`config.mk`:
```
export PLATFORM = sky130hd
export DESIGN_NAME = seq_debug_cmd_mailbox
export DESIGN_NICKNAME = d
export VERILOG_FILES = /design/src/rtl/seq_debug_cmd_mailbox.sv
export SDC_FILE = /design/constraint.sdc
export NUM_CORES = 1
export LEC_CHECK = 0
export CAP_MARGIN = 20
export CORE_UTILIZATION = 65
export DETAILED_ROUTE_END_ITERATION = 10
export DONT_BUFFER_PORTS = 1
export GPL_TIMING_DRIVEN = 1
export PLACE_DENSITY = 0.77
export SLEW_MARGIN = 20
export SYNTH_ARGS = -nofsm -noshare
export SYNTH_HDL_FRONTEND = slang
export SYNTH_SLANG_ARGS = --single-unit
```
`constraint.sdc`:
```
create_clock -name avl_clk -period 6.3 [get_ports avl_clk]
set_input_delay 1.89 -clock avl_clk [delete_from_list [all_inputs] [get_ports avl_clk]]
set_output_delay 1.89 -clock avl_clk [all_outputs]
set_load 0.02 [all_outputs]
```
`src/rtl/seq_debug_cmd_mailbox.sv`:
```
// Sequencer core-debug command mailbox: Avalon-MM slave that captures a host command
// and its parameters, hands them to the sequencer over valid/ready, and records the result.
module seq_debug_cmd_mailbox #(
  parameter int unsigned DEBUG_BASE = 'h15018,
  parameter int unsigned NUM_PARAMS = 4,
  parameter int unsigned ADDR_WIDTH = 20
) (
  input  logic                     avl_clk,
  input  logic                     avl_reset_n,
  input  logic [ADDR_WIDTH-1:0]    avl_address,
  input  logic                     avl_write,
  input  logic [31:0]              avl_writedata,
  input  logic                     avl_read,
  output logic [31:0]              avl_readdata,
  output logic                     avl_readdatavalid,
  output logic                     cmd_valid,
  input  logic                     cmd_ready,
  output logic [31:0]              cmd_word,
  output logic [32*NUM_PARAMS-1:0] cmd_params,
  input  logic                     cmd_done,
  input  logic [7:0]               cmd_result
);

  localparam int unsigned WORD_W = ADDR_WIDTH - 2;
  localparam logic [WORD_W-1:0] REQ_WORD    = WORD_W'((DEBUG_BASE + 8) >> 2);
  localparam logic [WORD_W-1:0] STATUS_WORD = WORD_W'((DEBUG_BASE + 12) >> 2);
  localparam logic [WORD_W-1:0] PARAM_WORD  = WORD_W'((DEBUG_BASE + 16) >> 2);

  localparam logic [1:0] ST_IDLE    = 2'd0;
  localparam logic [1:0] ST_PENDING = 2'd1;
  localparam logic [1:0] ST_BUSY    = 2'd2;
  localparam logic [1:0] ST_DONE    = 2'd3;

  logic [1:0]            state;
  logic [7:0]            result;
  logic                  overrun;
  logic [31:0]           params [NUM_PARAMS];

  logic [WORD_W-1:0]     addr_word;
  logic                  req_hit;
  logic                  status_hit;
  logic [NUM_PARAMS-1:0] param_sel;
  logic                  param_hit;
  logic                  accept;
  logic [31:0]           status_word;
  logic [31:0]           rd_data;
  logic                  unused_addr_lsbs;

  assign addr_word        = avl_address[ADDR_WIDTH-1:2];
  assign unused_addr_lsbs = ^avl_address[1:0];
  assign req_hit          = (addr_word == REQ_WORD);
  assign status_hit       = (addr_word == STATUS_WORD);
  assign param_hit        = |param_sel;

  // New commands and parameter updates are only taken while the sequencer is not holding them.
  assign accept      = (state == ST_IDLE) || (state == ST_DONE);
  assign cmd_valid   = (state == ST_PENDING);
  assign status_word = {15'd0, overrun, result, 6'd0, state};

  always_comb begin
    param_sel = '0;
    for (int unsigned i = 0; i < NUM_PARAMS; i++) begin
      param_sel[i] = (addr_word == PARAM_WORD + WORD_W'(i));
    end
  end

  always_comb begin
    cmd_params = '0;
    for (int unsigned i = 0; i < NUM_PARAMS; i++) begin
      cmd_params[32*i +: 32] = params[i];
    end
  end

  always_comb begin
    rd_data = '0;
    if (req_hit) begin
      rd_data = cmd_word;
    end else if (status_hit) begin
      rd_data = status_word;
    end else begin
      for (int unsigned i = 0; i < NUM_PARAMS; i++) begin
        if (param_sel[i]) begin
          rd_data = params[i];
        end
      end
    end
  end

  // Handshake progress first; a bus write in the same cycle only overrides state from IDLE/DONE,
  // so cmd_done plus a CMD_STATUS write in BUSY still lands in DONE.
  always_ff @(posedge avl_clk or negedge avl_reset_n) begin
    if (!avl_reset_n) begin
      state    <= ST_IDLE;
      cmd_word <= '0;
      result   <= '0;
      overrun  <= 1'b0;
    end else begin
      case (state)
        ST_PENDING: if (cmd_ready) state <= ST_BUSY;
        ST_BUSY: begin
          if (cmd_done) begin
            result <= cmd_result;
            state  <= ST_DONE;
          end
        end
        default: ;
      endcase
      if (avl_write) begin
        if (req_hit) begin
          if (accept) begin
            cmd_word <= avl_writedata;
            result   <= '0;
            state    <= ST_PENDING;
          end else begin
            overrun <= 1'b1;
          end
        end
        if (param_hit && !accept) begin
          overrun <= 1'b1;
        end
        if (status_hit) begin
          overrun <= 1'b0;
          if (state == ST_DONE) begin
            state <= ST_IDLE;
          end
        end
      end
    end
  end

  always_ff @(posedge avl_clk or negedge avl_reset_n) begin
    if (!avl_reset_n) begin
      for (int unsigned i = 0; i < NUM_PARAMS; i++) begin
        params[i] <= '0;
      end
    end else begin
      for (int unsigned i = 0; i < NUM_PARAMS; i++) begin
        if (avl_write && param_sel[i] && accept) begin
          params[i] <= avl_writedata;
        end
      end
    end
  end

  always_ff @(posedge avl_clk or negedge avl_reset_n) begin
    if (!avl_reset_n) begin
      avl_readdata      <= '0;
      avl_readdatavalid <= 1'b0;
    end else begin
      avl_readdatavalid <= avl_read;
      avl_readdata      <= avl_read ? rd_data : '0;
    end
  end

endmodule

```
# Yosys cells after proc, flatten, opt, wreduce, memory -nomap -nowiden
# Index checks and enable logic that the tools add are counted.
dict set report totals {
  reg_bits 204
  word_cells 60
}
dict set report op_classes {
  n_eq_ne 10
  mux 24
  reduce_logical 16
}
# cell count
set ops {}
lappend ops {{2-to-1 mux 32 bit} 7}
lappend ops {{equality test 18 x 15 -> 1 bit (second input constant)} 6}
lappend ops {{2-to-1 mux 8 bit} 5}
lappend ops {{2-to-1 mux 2 bit} 7}
lappend ops {{logical AND 1 bit} 9}
lappend ops {{AND reduction 3 bit} 2}
lappend ops {{equality test 2 bit (second input constant)} 2}
lappend ops {{2-to-1 mux 1 bit} 4}
lappend ops {{one-hot mux 2 bit (2 select lines)} 1}
lappend ops {{OR reduction 4 bit} 1}
lappend ops {{inequality test 3 x 2 -> 1 bit (second input constant)} 1}
lappend ops {{nonzero test 3 bit} 1}
lappend ops {{equality test 2 x 1 -> 1 bit (second input constant)} 1}
lappend ops {{logical NOT 2 bit} 1}
lappend ops {{logical NOT 1 bit} 1}
lappend ops {{logical OR 1 bit} 1}

# Longest topological paths before layout
dict set report depth {
  ltp_word 8
  ltp_mapped 7
  depth_no_buf 6
}

# Least setup slack after synthesis
# OpenSTA, ideal clock, no wires.
dict set report synth_timing {
  kind {in2reg}
  from {input port avl_address[11]}
  to {register cmd_word[18]}
  setup_ns 0.125
  arrival_time_ns 3.582
  required_ns 6.175
  setup_slack_ns 2.593
  path_stages 5
  cell_sequence {or4b_1 -> or3_4 -> nor3_4 -> buf_6 -> mux2_2}
}
dict set report synth_between {
  elab_chain_len 2
}
# item line
set synth_rtl {}
lappend synth_rtl {{start: declaration} 10} ;# input logic [ADDR_WIDTH-1:0] avl_address,
lappend synth_rtl {{equality test 18 x 15 -> 1 bit} 51} ;# assign req_hit = (addr_word == REQ_WORD);
lappend synth_rtl {{AND reduction 3 bit (no source line)} --}
lappend synth_rtl {{end signal: assignment} 111} ;# cmd_word <= avl_writedata;
lappend synth_rtl {{end: declaration} 18} ;# output logic [31:0] cmd_word,
# No other way between the ends.
# A chain may end at the register's enable or synchronous reset.

# Final worst setup path
dict set report layout_timing {
  from {input port avl_address[17]}
  to {register params, in the netlist cmd_params[41]}
}
dict set report layout_between {
  elab_chain_len 3
}
# item line
set layout_rtl {}
lappend layout_rtl {{equality test 18 x 15 -> 1 bit} 63} ;# param_sel[i] = (addr_word == PARAM_WORD + WORD_W'(i));
lappend layout_rtl {{logical AND 1 bit (2 in series)} 138} ;# if (avl_write && param_sel[i] && accept) begin
lappend layout_rtl {{end signal: indexed assignment} 139} ;# params[i] <= avl_writedata;
lappend layout_rtl {{end: declaration} 37} ;# logic [31:0] params [NUM_PARAMS];
# No other way between the ends.

==> results.sh <==
export IMPL_outcome="finished clean"
export IMPL_io_pins=260
export IMPL_skew_ns=0.00786
export IMPL_post_route_period_util=0.652
export IMPL_place_ws_ns=1.39
export IMPL_synth_edf_count=0
export IMPL_drtPass1Iterations=5
export IMPL_drive_gt1_frac=0.204
export IMPL_cpLargestDelayFamily="simple AND/OR/NAND/NOR gates"
export IMPL_initial_core_util=0.676
export IMPL_yosys_most_used_dff="dfrtp_1"
export IMPL_pwr_share_seq=0.505
export IMPL_cts_resized=0
export IMPL_synth_avg_cell_area_um2=13.3
export IMPL_worstPathArrival_ns=4.48
export IMPL_grt_pass1_vias=6253
export IMPL_grt_usage=0.325
export IMPL_grt_ovfl_total=0
export IMPL_vias_per_cell=6.97
export IMPL_vias=5941
export IMPL_fin_nets=732
export IMPL_syn_to_final_growth_pct=8.02
export IMPL_synth_top_family_by_area="multiplexers"
export IMPL_clockRootBuffer="clkbuf_16"
export IMPL_post_cts_setup_buffers=0
export IMPL_p_per_area_nw_per_um2=276
export IMPL_synth_seq_cells=204
export IMPL_slew_violations=0
export IMPL_tightestPinTransition_ns=1.08
export IMPL_grt_max_degree=205
export IMPL_fin_ws_ns=2.19
export IMPL_crit_path_cell_trace="nor4bb_2 -> nand3_1 -> nor4_4 -> buf_4 -> mux2_2"
export IMPL_dr_first_iter_drc_count=442
export IMPL_ys_async_sr_fraction=1.00
export IMPL_num_rows=42
export IMPL_finalWeightedCongestion=0.874
export IMPL_clkPwrFrac=0.437
export IMPL_swShare=0.226
export IMPL_clock_latency_ns=0.49
export IMPL_post_synth_xor_area_fraction=0
export IMPL_cts_sinks=204
export IMPL_critPathKind="in2reg"
export IMPL_maxCapViolations=0
export IMPL_n_antenna_cell=0
export IMPL_clockBufferDepth=3
export IMPL_wirelength_um=23200
export IMPL_endpoint_kind="flip-flop"
export IMPL_stdcell_count=852
export IMPL_post_dp_hpwl_um=14400
export IMPL_holdCritPathClass="reg2reg"
export IMPL_htreeDepth=1
export IMPL_worst_setup_path_start_kind="primary input"
export IMPL_cp_num_buf_inv=1
export IMPL_setup_tns_ns=0
export IMPL_ys_seq_area_frac=0.561
export IMPL_leakagePower_nw=4.80
export IMPL_fillers=887
export IMPL_route_detailed_drc=0
export IMPL_power_frac_comb=0.058
export IMPL_internal_power_mw=2.10
export IMPL_grtUsageMet1=0.410
export IMPL_syn_nets=752
export IMPL_die_height_um=120
export IMPL_hold_violations=0
export IMPL_vdd_drop_max_v=0.000275
export IMPL_post_route_min_period_ns=4.11
export IMPL_placed_cells=816
export IMPL_path_max_fanout=21
export IMPL_synthCells=683
export IMPL_die_x_um=120
export IMPL_cts_tree="built"
export IMPL_clkTransAtPathRegs_ns=0.06
export IMPL_required_ns=6.67
export IMPL_ctsHoldBuffers=0
export IMPL_rsz0062_at_grt="false"
export IMPL_syn_cell_area_um2=9100
export IMPL_fp_coreArea_um2=13500
export IMPL_io_buffers=0
export IMPL_fmax_ghz=0.243
export IMPL_setup_viol=0
export IMPL_power_switching_mw=0.613
export IMPL_grt_first_pass_wirelength_um=35900
export IMPL_synth_cell_type_count=46
export IMPL_fin_hold_ws_ns=0.536
export IMPL_die_area_um2=14500
export IMPL_synth_compound_area_frac=0.0799
export IMPL_synthSimpleGateAreaFrac=0.0688
export IMPL_muxShareOfSynthArea=0.256
export IMPL_critPathMaxStageDelay_ns=0.70
export IMPL_grt_use_met2=0.534
export IMPL_busiest_layer="met2"
export IMPL_cts_made_buffers=21
export IMPL_relSlewSlack=0.277
export IMPL_antenna_found_initial=0
export IMPL_total_power_mw=2.71
export IMPL_ant_nets=0
export IMPL_crit_slowest_cell="nand3_1"
export IMPL_post_drt_wl_per_cell_um=27.3
export IMPL_use_met3=0.112
export IMPL_synthAdderAreaFrac=0.00413
export IMPL_yosys_warnings=0
-- worst paths after layout --
check,startpoint,to,slack [ns],depth (start not counted)
max in group asynchronous,avl_reset_n,cmd_word[7],4.88,0
hold reg to reg,result[1],result[1],0.54,2
setup reg to reg,state[0],cmd_params[91],3.37,5
hold / removal,result[1],result[1],0.54,2
min in group asynchronous,avl_reset_n,cmd_params[13],1.10,0
setup / recovery,avl_address[17],cmd_params[41],2.19,5
-- stage by stage --
| stage | utilization | instance area [µm²] |
|---|---|---|
| floorplan | - | 9100 |
| global placement | 0.682 | 9170 |
| detailed placement | 0.682 | 9170 |
| CTS | 0.730 | 9820 |
| global route | 0.731 | 9830 |
| finish | 0.731 | 9830 |
-- power groups by stage --
stage	registers (mW)	logic [mW]	clock network [mW]
floorplan	1.38	0.138	0
finish	1.37	0.158	1.18
global route	1.37	0.179	1.25
CTS	1.37	0.157	1.20
detailed placement	1.39	0.155	0
global placement	1.39	0.147	0
-- area by class of cell --
type	instances	area, µm²	area share
Sequential cell	204	5100	0.519
Timing Repair Buffer	9	67.6	0.00687
Clock inverter	6	61.3	0.00624
Multi-Input combinational cell	420	3760	0.382
Clock buffer	30	589	0.0600
Tap cell	176	220	0.0224
Inverter	7	26.3	0.00267
-- layer usage --
metal | share of wire | vias up
li1 | - | 2492
met1 | 0.39 | 3065
met2 | 0.48 | 334
met3 | 0.11 | 50
met4 | 0.022 | 0
met5 | 0 | -
-- cells by family (layout without fill, tap and decap cells) --
family                     count (synthesis)  in the layout
adders and majority gates                  3              3
AOI/OAI and AO/OA                         97             97
muxes                                    213            213
and+or+nand+nor                          107            107
DFF                                      204            204
buffers and inverters                     59             52
-- state kept, by name, indices dropped and copies added, names as in the netlist --
register	cells
cmd_params	128
cmd_word	32
result	8
avl_readdatavalid	1
avl_readdata	32
state	2
overrun	1
-- worst register-to-register path: cells and delay by family (launching register included) --
family / cells / cell delay (ns)
flops: 1 / 0.40
buf+inv: 1 / 0.10
fa+ha+maj: 1 / 0.43
mux: 1 / 0.53
simple gates: 2 / 1.35
-- cells in the final DEF, fill, tap and decap left out, types with 13 or more instances in the layout --
cell | Yosys | layout
clkbuf_16 | 0 | 21
nand2_1 | 13 | 13
a32oi_1 | 21 | 21
mux2i_1 | 53 | 53
nor2b_1 | 22 | 22
mux2_2 | 76 | 76
o22ai_1 | 23 | 23
nand3_1 | 13 | 13
dfrtp_1 | 204 | 204
nor2_1 | 20 | 20
a21oi_1 | 20 | 20
mux2_1 | 84 | 84
nor3_1 | 16 | 15
-- cells in the mapped netlist (7+ instances only) --
cell type	number	area (µm²)
a21oi_1	20	100
a32oi_1	21	184
buf_2	13	65.1
clkbuf_1	27	101
dfrtp_1	204	5100
mux2_1	84	946
mux2_2	76	856
mux2i_1	53	531
nand2_1	13	48.8
nand3_1	13	65.1
nor2_1	20	75.1
nor2b_1	22	138
nor3_1	16	80.1
o221a_2	9	101
o22a_1	7	61.3
o22ai_1	23	144
Note: power is estimated with default switching activity, not from simulation.
